$ cat src/rtl/apb_master_arb.sv
// ---------------------------------------------------------------------------
// apb_master_arb
//   Round-robin arbiter in front of a single APB4 master port. Each requester
//   raises req with a fully described transfer. The arbiter picks one owner,
//   runs the APB SETUP/ACCESS handshake and returns the captured read data
//   and error status to that owner with a one-cycle done pulse.
//
//   Optional feature (compile-time macro APB_ARB_TIMEOUT_EN):
//     defined     - ACCESS is abandoned after TIMEOUT cycles without pready.
//                   The transfer completes with err=1 and rdata=0.
//     not defined - ACCESS waits for pready indefinitely.
//
// Parameters
//   NREQ        number of requesters (2..8)
//   ADDR_WIDTH  APB address width
//   DATA_WIDTH  APB data width (multiple of 8); strobe width is DATA_WIDTH/8
//   PROT        constant value driven on prot
//   TIMEOUT     ACCESS cycle limit (used only with APB_ARB_TIMEOUT_EN)
//
// Ports
//   clk        clock; all logic runs on the rising edge
//   prst       synchronous, active-high reset
//   req        per-requester request, held until the matching done
//   req_addr   packed addresses, slot i = [i*ADDR_WIDTH +: ADDR_WIDTH]
//   req_write  per-requester direction (1 = write)
//   req_wdata  packed write data, slot i = [i*DATA_WIDTH +: DATA_WIDTH]
//   req_strb   packed write strobes, slot i = [i*DATA_WIDTH/8 +: DATA_WIDTH/8]
//   done       one-hot, one-cycle completion pulse to the owner
//   rdata      captured read data, valid while done != 0
//   err        captured slverr (or timeout), valid while done != 0
//   paddr, prot, pwrite, psel, penable, pwdata, pstrb   APB master outputs
//   pready, slverr, prdata                              APB slave response
// ---------------------------------------------------------------------------
module apb_master_arb #(
  parameter int unsigned NREQ       = 2,
  parameter int unsigned ADDR_WIDTH = 32,
  parameter int unsigned DATA_WIDTH = 32,
  parameter logic [2:0]  PROT       = 3'b000,
  parameter int unsigned TIMEOUT    = 16
) (
  input  logic                           clk,
  input  logic                           prst,
  // requester side
  input  logic [NREQ-1:0]                req,
  input  logic [NREQ*ADDR_WIDTH-1:0]     req_addr,
  input  logic [NREQ-1:0]                req_write,
  input  logic [NREQ*DATA_WIDTH-1:0]     req_wdata,
  input  logic [NREQ*(DATA_WIDTH/8)-1:0] req_strb,
  output logic [NREQ-1:0]                done,
  output logic [DATA_WIDTH-1:0]          rdata,
  output logic                           err,
  // APB master side
  output logic [ADDR_WIDTH-1:0]          paddr,
  output logic [2:0]                     prot,
  output logic                           pwrite,
  output logic                           psel,
  output logic                           penable,
  output logic [DATA_WIDTH-1:0]          pwdata,
  output logic [DATA_WIDTH/8-1:0]        pstrb,
  input  logic                           pready,
  input  logic                           slverr,
  input  logic [DATA_WIDTH-1:0]          prdata
);

  localparam int unsigned STRB_W = DATA_WIDTH / 8;
  localparam int unsigned PTR_W  = (NREQ > 1) ? $clog2(NREQ) : 1;

  // Unsupported configurations stop elaboration instead of building odd logic.
  if (NREQ < 2 || NREQ > 8 || TIMEOUT == 0 || (DATA_WIDTH % 8) != 0) begin : g_bad_params
    $error("apb_master_arb: unsupported parameter set");
  end

  typedef enum logic [1:0] {
    S_IDLE   = 2'd0,
    S_SETUP  = 2'd1,
    S_ACCESS = 2'd2
  } state_t;

  state_t                  state, state_nxt;
  logic [PTR_W-1:0]        rr_ptr, rr_nxt;
  logic [PTR_W-1:0]        owner, owner_nxt;

  logic [ADDR_WIDTH-1:0]   paddr_nxt;
  logic                    pwrite_nxt;
  logic                    psel_nxt;
  logic                    penable_nxt;
  logic [DATA_WIDTH-1:0]   pwdata_nxt;
  logic [STRB_W-1:0]       pstrb_nxt;
  logic [NREQ-1:0]         done_nxt;
  logic [DATA_WIDTH-1:0]   rdata_nxt;
  logic                    err_nxt;

  // Completion of the ACCESS phase and the response it carries back.
  logic                    fin;
  logic [DATA_WIDTH-1:0]   fin_rdata;
  logic                    fin_err;

  // Round-robin pick.
  logic [PTR_W-1:0]        grant_idx;
  logic                    grant_found;

`ifdef APB_ARB_TIMEOUT_EN
  localparam int unsigned CNT_W = (TIMEOUT > 1) ? $clog2(TIMEOUT) : 1;
  logic [CNT_W-1:0]        tcnt, tcnt_nxt;
`endif

  assign prot = PROT;

  // -------------------------------------------------------------------------
  // Arbitration: first requester at or after rr_ptr, wrapping modulo NREQ.
  // The modulo is explicit so non power-of-two NREQ wraps correctly.
  // -------------------------------------------------------------------------
  always_comb begin
    grant_idx   = '0;
    grant_found = 1'b0;
    for (int i = 0; i < int'(NREQ); i++) begin
      if (!grant_found && req[(int'(rr_ptr) + i) % int'(NREQ)]) begin
        grant_found = 1'b1;
        grant_idx   = PTR_W'((int'(rr_ptr) + i) % int'(NREQ));
      end
    end
  end

  // -------------------------------------------------------------------------
  // Next-state and next-output logic.
  // NOTE: every signal gets its hold/idle value before the case statement, so
  // no path leaves a variable unassigned and no latch can be inferred.
  // -------------------------------------------------------------------------
  always_comb begin
    state_nxt   = state;
    rr_nxt      = rr_ptr;
    owner_nxt   = owner;
    paddr_nxt   = paddr;
    pwrite_nxt  = pwrite;
    pwdata_nxt  = pwdata;
    pstrb_nxt   = pstrb;
    psel_nxt    = psel;
    penable_nxt = penable;
    done_nxt    = '0;
    rdata_nxt   = rdata;
    err_nxt     = 1'b0;   // err is only meaningful alongside done
    fin         = 1'b0;
    fin_rdata   = prdata;
    fin_err     = slverr;
`ifdef APB_ARB_TIMEOUT_EN
    tcnt_nxt    = tcnt;
`endif

    unique case (state)
      S_IDLE: begin
        if (grant_found) begin
          owner_nxt   = grant_idx;
          paddr_nxt   = req_addr[grant_idx*ADDR_WIDTH +: ADDR_WIDTH];
          pwrite_nxt  = req_write[grant_idx];
          // Reads never expose stale write data or strobes on the bus.
          if (req_write[grant_idx]) begin
            pwdata_nxt = req_wdata[grant_idx*DATA_WIDTH +: DATA_WIDTH];
            pstrb_nxt  = req_strb[grant_idx*STRB_W +: STRB_W];
          end else begin
            pwdata_nxt = '0;
            pstrb_nxt  = '0;
          end
          psel_nxt    = 1'b1;
          penable_nxt = 1'b0;
          state_nxt   = S_SETUP;
        end
      end

      S_SETUP: begin
        penable_nxt = 1'b1;
        state_nxt   = S_ACCESS;
`ifdef APB_ARB_TIMEOUT_EN
        tcnt_nxt    = '0;
`endif
      end

      S_ACCESS: begin
        if (pready) begin
          fin = 1'b1;
`ifdef APB_ARB_TIMEOUT_EN
        end else if (tcnt == CNT_W'(TIMEOUT - 1)) begin
          // Silent slave: finish as an error with no data.
          fin       = 1'b1;
          fin_rdata = '0;
          fin_err   = 1'b1;
        end else begin
          tcnt_nxt = tcnt + 1'b1;
`endif
        end

        if (fin) begin
          rdata_nxt       = fin_rdata;
          err_nxt         = fin_err;
          done_nxt[owner] = 1'b1;
          psel_nxt        = 1'b0;
          penable_nxt     = 1'b0;
          rr_nxt          = (int'(owner) == int'(NREQ) - 1) ? '0 : owner + 1'b1;
          state_nxt       = S_IDLE;
        end
      end

      default: begin
        state_nxt = S_IDLE;
      end
    endcase
  end

  // -------------------------------------------------------------------------
  // State and output registers.
  // NOTE: sequential state uses non-blocking assignments so every register
  // samples the pre-edge values, regardless of statement order.
  // NOTE: reset is synchronous; it is only observed on a rising clk edge and
  // aborts any transfer in flight without producing a done pulse.
  // -------------------------------------------------------------------------
  always_ff @(posedge clk) begin
    if (prst) begin
      state   <= S_IDLE;
      rr_ptr  <= '0;
      owner   <= '0;
      paddr   <= '0;
      pwrite  <= 1'b0;
      pwdata  <= '0;
      pstrb   <= '0;
      psel    <= 1'b0;
      penable <= 1'b0;
      done    <= '0;
      rdata   <= '0;
      err     <= 1'b0;
`ifdef APB_ARB_TIMEOUT_EN
      tcnt    <= '0;
`endif
    end else begin
      state   <= state_nxt;
      rr_ptr  <= rr_nxt;
      owner   <= owner_nxt;
      paddr   <= paddr_nxt;
      pwrite  <= pwrite_nxt;
      pwdata  <= pwdata_nxt;
      pstrb   <= pstrb_nxt;
      psel    <= psel_nxt;
      penable <= penable_nxt;
      done    <= done_nxt;
      rdata   <= rdata_nxt;
      err     <= err_nxt;
`ifdef APB_ARB_TIMEOUT_EN
      tcnt    <= tcnt_nxt;
`endif
    end
  end

endmodule
$ cat config.mk
export PLATFORM = sky130hd
export DESIGN_NAME = apb_master_arb
export DESIGN_NICKNAME = d
export VERILOG_FILES = /design/src/rtl/apb_master_arb.sv
export SDC_FILE = /design/constraint.sdc
export NUM_CORES = 1
export LEC_CHECK = 0
export ABC_CLOCK_PERIOD_IN_PS = 1200
export CAP_MARGIN = 20
export CORE_AREA = 2 2 119 121
export DETAILED_ROUTE_END_ITERATION = 8
export DIE_AREA = 0 0 121 123
export GPL_TIMING_DRIVEN = 1
export PLACE_DENSITY = 0.75
export SLEW_MARGIN = 40
export SYNTH_ARGS = -nofsm -noshare
export SYNTH_HDL_FRONTEND = slang
export SYNTH_SLANG_ARGS = --single-unit
$ cat constraint.sdc
create_clock -name clk -period 1.2 [get_ports clk]
set_input_delay 0.24 -clock clk [delete_from_list [all_inputs] [get_ports clk]]
set_output_delay 0.24 -clock clk [all_outputs]
set_load 0.05 [all_outputs]
==> results.md <==
* Share of cell area taken by muxes after synthesis at 0.0754
* Pre-Repair DR Iteration Count at 4
* Starting DRC count in detailed routing at 217
* Filler cell count at 894
* R2R cell count at 6
* Number of distinct library cells after synthesis at 28
* Most used flip-flop cell after synthesis: dfxtp_1
* IR Drop Worst-Case VDD at approximately 0.66 mV
* Wire length of the first global-routing pass at 25.6 mm
* Number of synthesized flops with an enable pin at 0
* Number of antenna violations at the first check in global routing at 0
* Overall routed net length at 18.6 mm
* Maximum number of pins on one net before global-route repair at 39
* Count of unresolved DRC violations after routing at 0
* Most common cell after layout, fill and taps aside: clkdlybuf4s50_1
* Number of global-route vias before repair at 4987
* Area of the die at 14900 um2
* Summed instance area of the synthesized netlist at roughly 4200 um2
* Total power density per cell area at roughly 1100 nW/um2
* Vias at ~4800
* End of the worst hold path: owner
* Compound-cell area share of the yosys netlist at 0.197
* FFs w/ async S/R, synth at 0
* Flip-flop and latch count after synthesis at 110
* Aggregate global routing overflow at 0
* Result of the run: finished, violations left
* Area of the multi-input gates at 2320 um2
* Diode count at 0
* Violated checks: setup timing
* Finish-stage setup viols at 100
* Count of mapped cells out of synthesis at between 400 and 500
* CTS tree: done
* Clock latency reported for the late side of the worst-skew pair at 0.35 ns
* Initial Util at 0.312
* Peak fanout along the critical path at 6
* Startpoint of the most critical hold path: req[0]
* Maximum clock rate at 0.736 GHz
* Endpoint of the most critical register-to-register path: rdata[0]
* Layer carrying the most global-route usage: met2
* Clock slew seen by the registers of the worst setup and hold paths at 0.07 ns
* Die outline height at about 120 um
* Setup CP Type: flop to flop
* Finished Cell Area at 9730 um2
* Setup slack after layout at -0.159 ns
* Final Skew at 0.0101 ns
* Maximum level of the CTS H-tree at 3
* Clock Root Buffer: clkbuf_16
* CTS buffer count at 9
* Row count at 43
* Final Max Slew Viols at 0
* Setup repair after global routing missed its margin: true
* Commonest cells after routing, fill and taps aside: 172 x clkdlybuf4s50_1, 117 x buf_12, 108 x nand2_1, 105 x dfxtp_1, 64 x o21ai_1
* Share of the clock period used by the worst path at 1.13
* Final Critical Period at 1.36 ns
* Register-to-register setup slack at -0.16 ns
* Final core area utilization at 0.715
* Number of buffer cells added on primary ports at 281
* Launch point of the worst reg-to-reg path: state[0]
* WL/cell at 19.3 um
* Layout net count at about 960
* Launching element type of the critical path: flop
* Met3 Resource Use GR at 0.0886
* Num Clock Sinks at 110
* Post-DP HPWL at around 12 mm
* Longest Clk Path Bufs at 2
* Average via count per standard cell at around 5
* Max Cap Violations at 0
* Static leakage at 0.00382 uW
* Combined flip-flop and latch cell area at 2210 um2
* Met1 routing resource usage after global routing at 0.228
* Placer Congestion at 0.761
* Largest family of logic cells by synthesized area: compound AO/OA/AOI/OAI gates
* Hold Vio Cnt, Final at 0
* Placement Cell Area at 8390 um2
* Critical path data required time at 1.48 ns
* Sum Neg Setup Slack at -5.76 ns
* Yosys warnings at 0
* Share of synthesized cell area in and, or, nand and nor gates at 0.148
* Adder-cell area share of the yosys netlist at 0
* Antenna Violating Nets Remaining at 0
* Area of the core at 13600 um2
* Overall routing resource usage at 0.223
* Worst Hold Path Cells at 3
* Met2 Use GR at 0.411
* CTS hold repair buffers at 0
* Mean area per synthesized cell at 8.87 um2
* Total power consumption of the routed design at 10700 uW
* Post-synthesis xor/xnor area fraction at 0
* Area growth syn-to-layout at 129%
* IO Count at 285
* CP endpoint kind: flop
* Layout cell share with drive strength beyond 1 at 0.352
* Class of the most critical hold timing path: input port to flop
* Arrival time of data at the critical path endpoint at 1.64 ns
* Horizontal die dimension at 121 um
* Sequential-to-total area share from yosys stat at 0.518
==> flip-flops by register name (all words and copies together) (netlist names) <==
name and cells:
pwrite 1, psel 1, rr_ptr 1, done 2, pwdata 32, err 1, state 2, pstrb 4
rdata 32, paddr 32, owner 1, penable 1
==> Yosys cell counts (2+ instances only) <==
cell	count	area, um2
nand2_1	135	507
dfxtp_1	110	2200
o21ai_0	56	280
a22oi_1	36	270
a21oi_1	33	165
mux2i_1	32	320
o21ai_1	13	65.1
buf_2	12	60.1
buf_6	10	113
clkbuf_1	9	33.8
nor2_1	6	22.5
buf_4	4	30.0
clkbuf_2	4	20.0
nor3b_1	3	22.5
nand3b_1	2	15.0
nor3_1	2	10.0
==> layer usage <==
metal	part of all wire	vias up	routed length (um)
met1	0.35	2298	6510
met4	0.032	0	604
met3	0.086	48	1590
met2	0.53	205	9880
met5	0	-	0
li1	-	2241	-
==> through the flow <==
stage	worst slack [ns]	std cells	hold slack, ns
2_1_floorplan	-0.00302	481	0.376
3_3_place_gp	-0.454	923	0.471
3_5_place_dp	-0.511	923	0.481
4_1_cts	-0.0876	955	0.416
5_1_grt	-0.195	965	0.443
6_report	-0.159	965	0.442
==> logic make-up (layout without fill, tap and decap cells) <==
family / count (synthesis) / in the layout
AND/OR/NAND/NOR: 154 / 154
AO/OA/AOI/OAI: 142 / 142
flip-flops: 110 / 110
buffers and inverters: 40 / 344
multiplexers: 32 / 32
other: 1 / 3
==> final cells by class <==
class                   instances  share of cell area
clock buffers                  13              0.0257
clock inverters                 3             0.00450
inverters                       1            0.000386
multi-input cells             331               0.239
flip-flops and latches        110               0.228
well taps                     180              0.0232
repair buffers                327               0.480
==> where the power goes <==
| part | leakage [uW] | total [uW] | internal [uW] | switching [uW] |
|---|---|---|---|---|
| Combinational | 0.00278 | 3550 | 1880 | 1670 |
| Clock | 0.000144 | 3000 | 1680 | 1320 |
| Sequential | 0.000901 | 4140 | 3890 | 254 |
| Total | 0.00382 | 10700 | 7450 | 3240 |
==> critical path: stages, from the launching register on <==
cell and delay, ns:
dfxtp_4 0.36, buf_6 0.11, and3b_2 0.31, buf_4 0.16, buf_16 0.11, nand2_1 0.07, a21oi_1 0.15
==> how the worst max path moves through the flow <==
stage | start | end | slack, ns | cells after the start
finish | state[0] | rdata[0] | -0.16 | 6
global route | state[0] | rdata[0] | -0.20 | 6
CTS | state[0] | rdata[4] | -0.09 | 5
detailed placement | req[0] | paddr[25] | -0.51 | 6
global placement | req[0] | penable | -0.45 | 5
floorplan | rr_ptr | pwdata[10] | -0.003 | 6
==> timing repair <==
item,4_1_cts,5_1_grt
setup endpoints to repair,87,108
buffers inserted,11,4
resized for setup,101,84
pin swaps,16,39
gates cloned,6,7
Power figures use the tool's default switching activity.
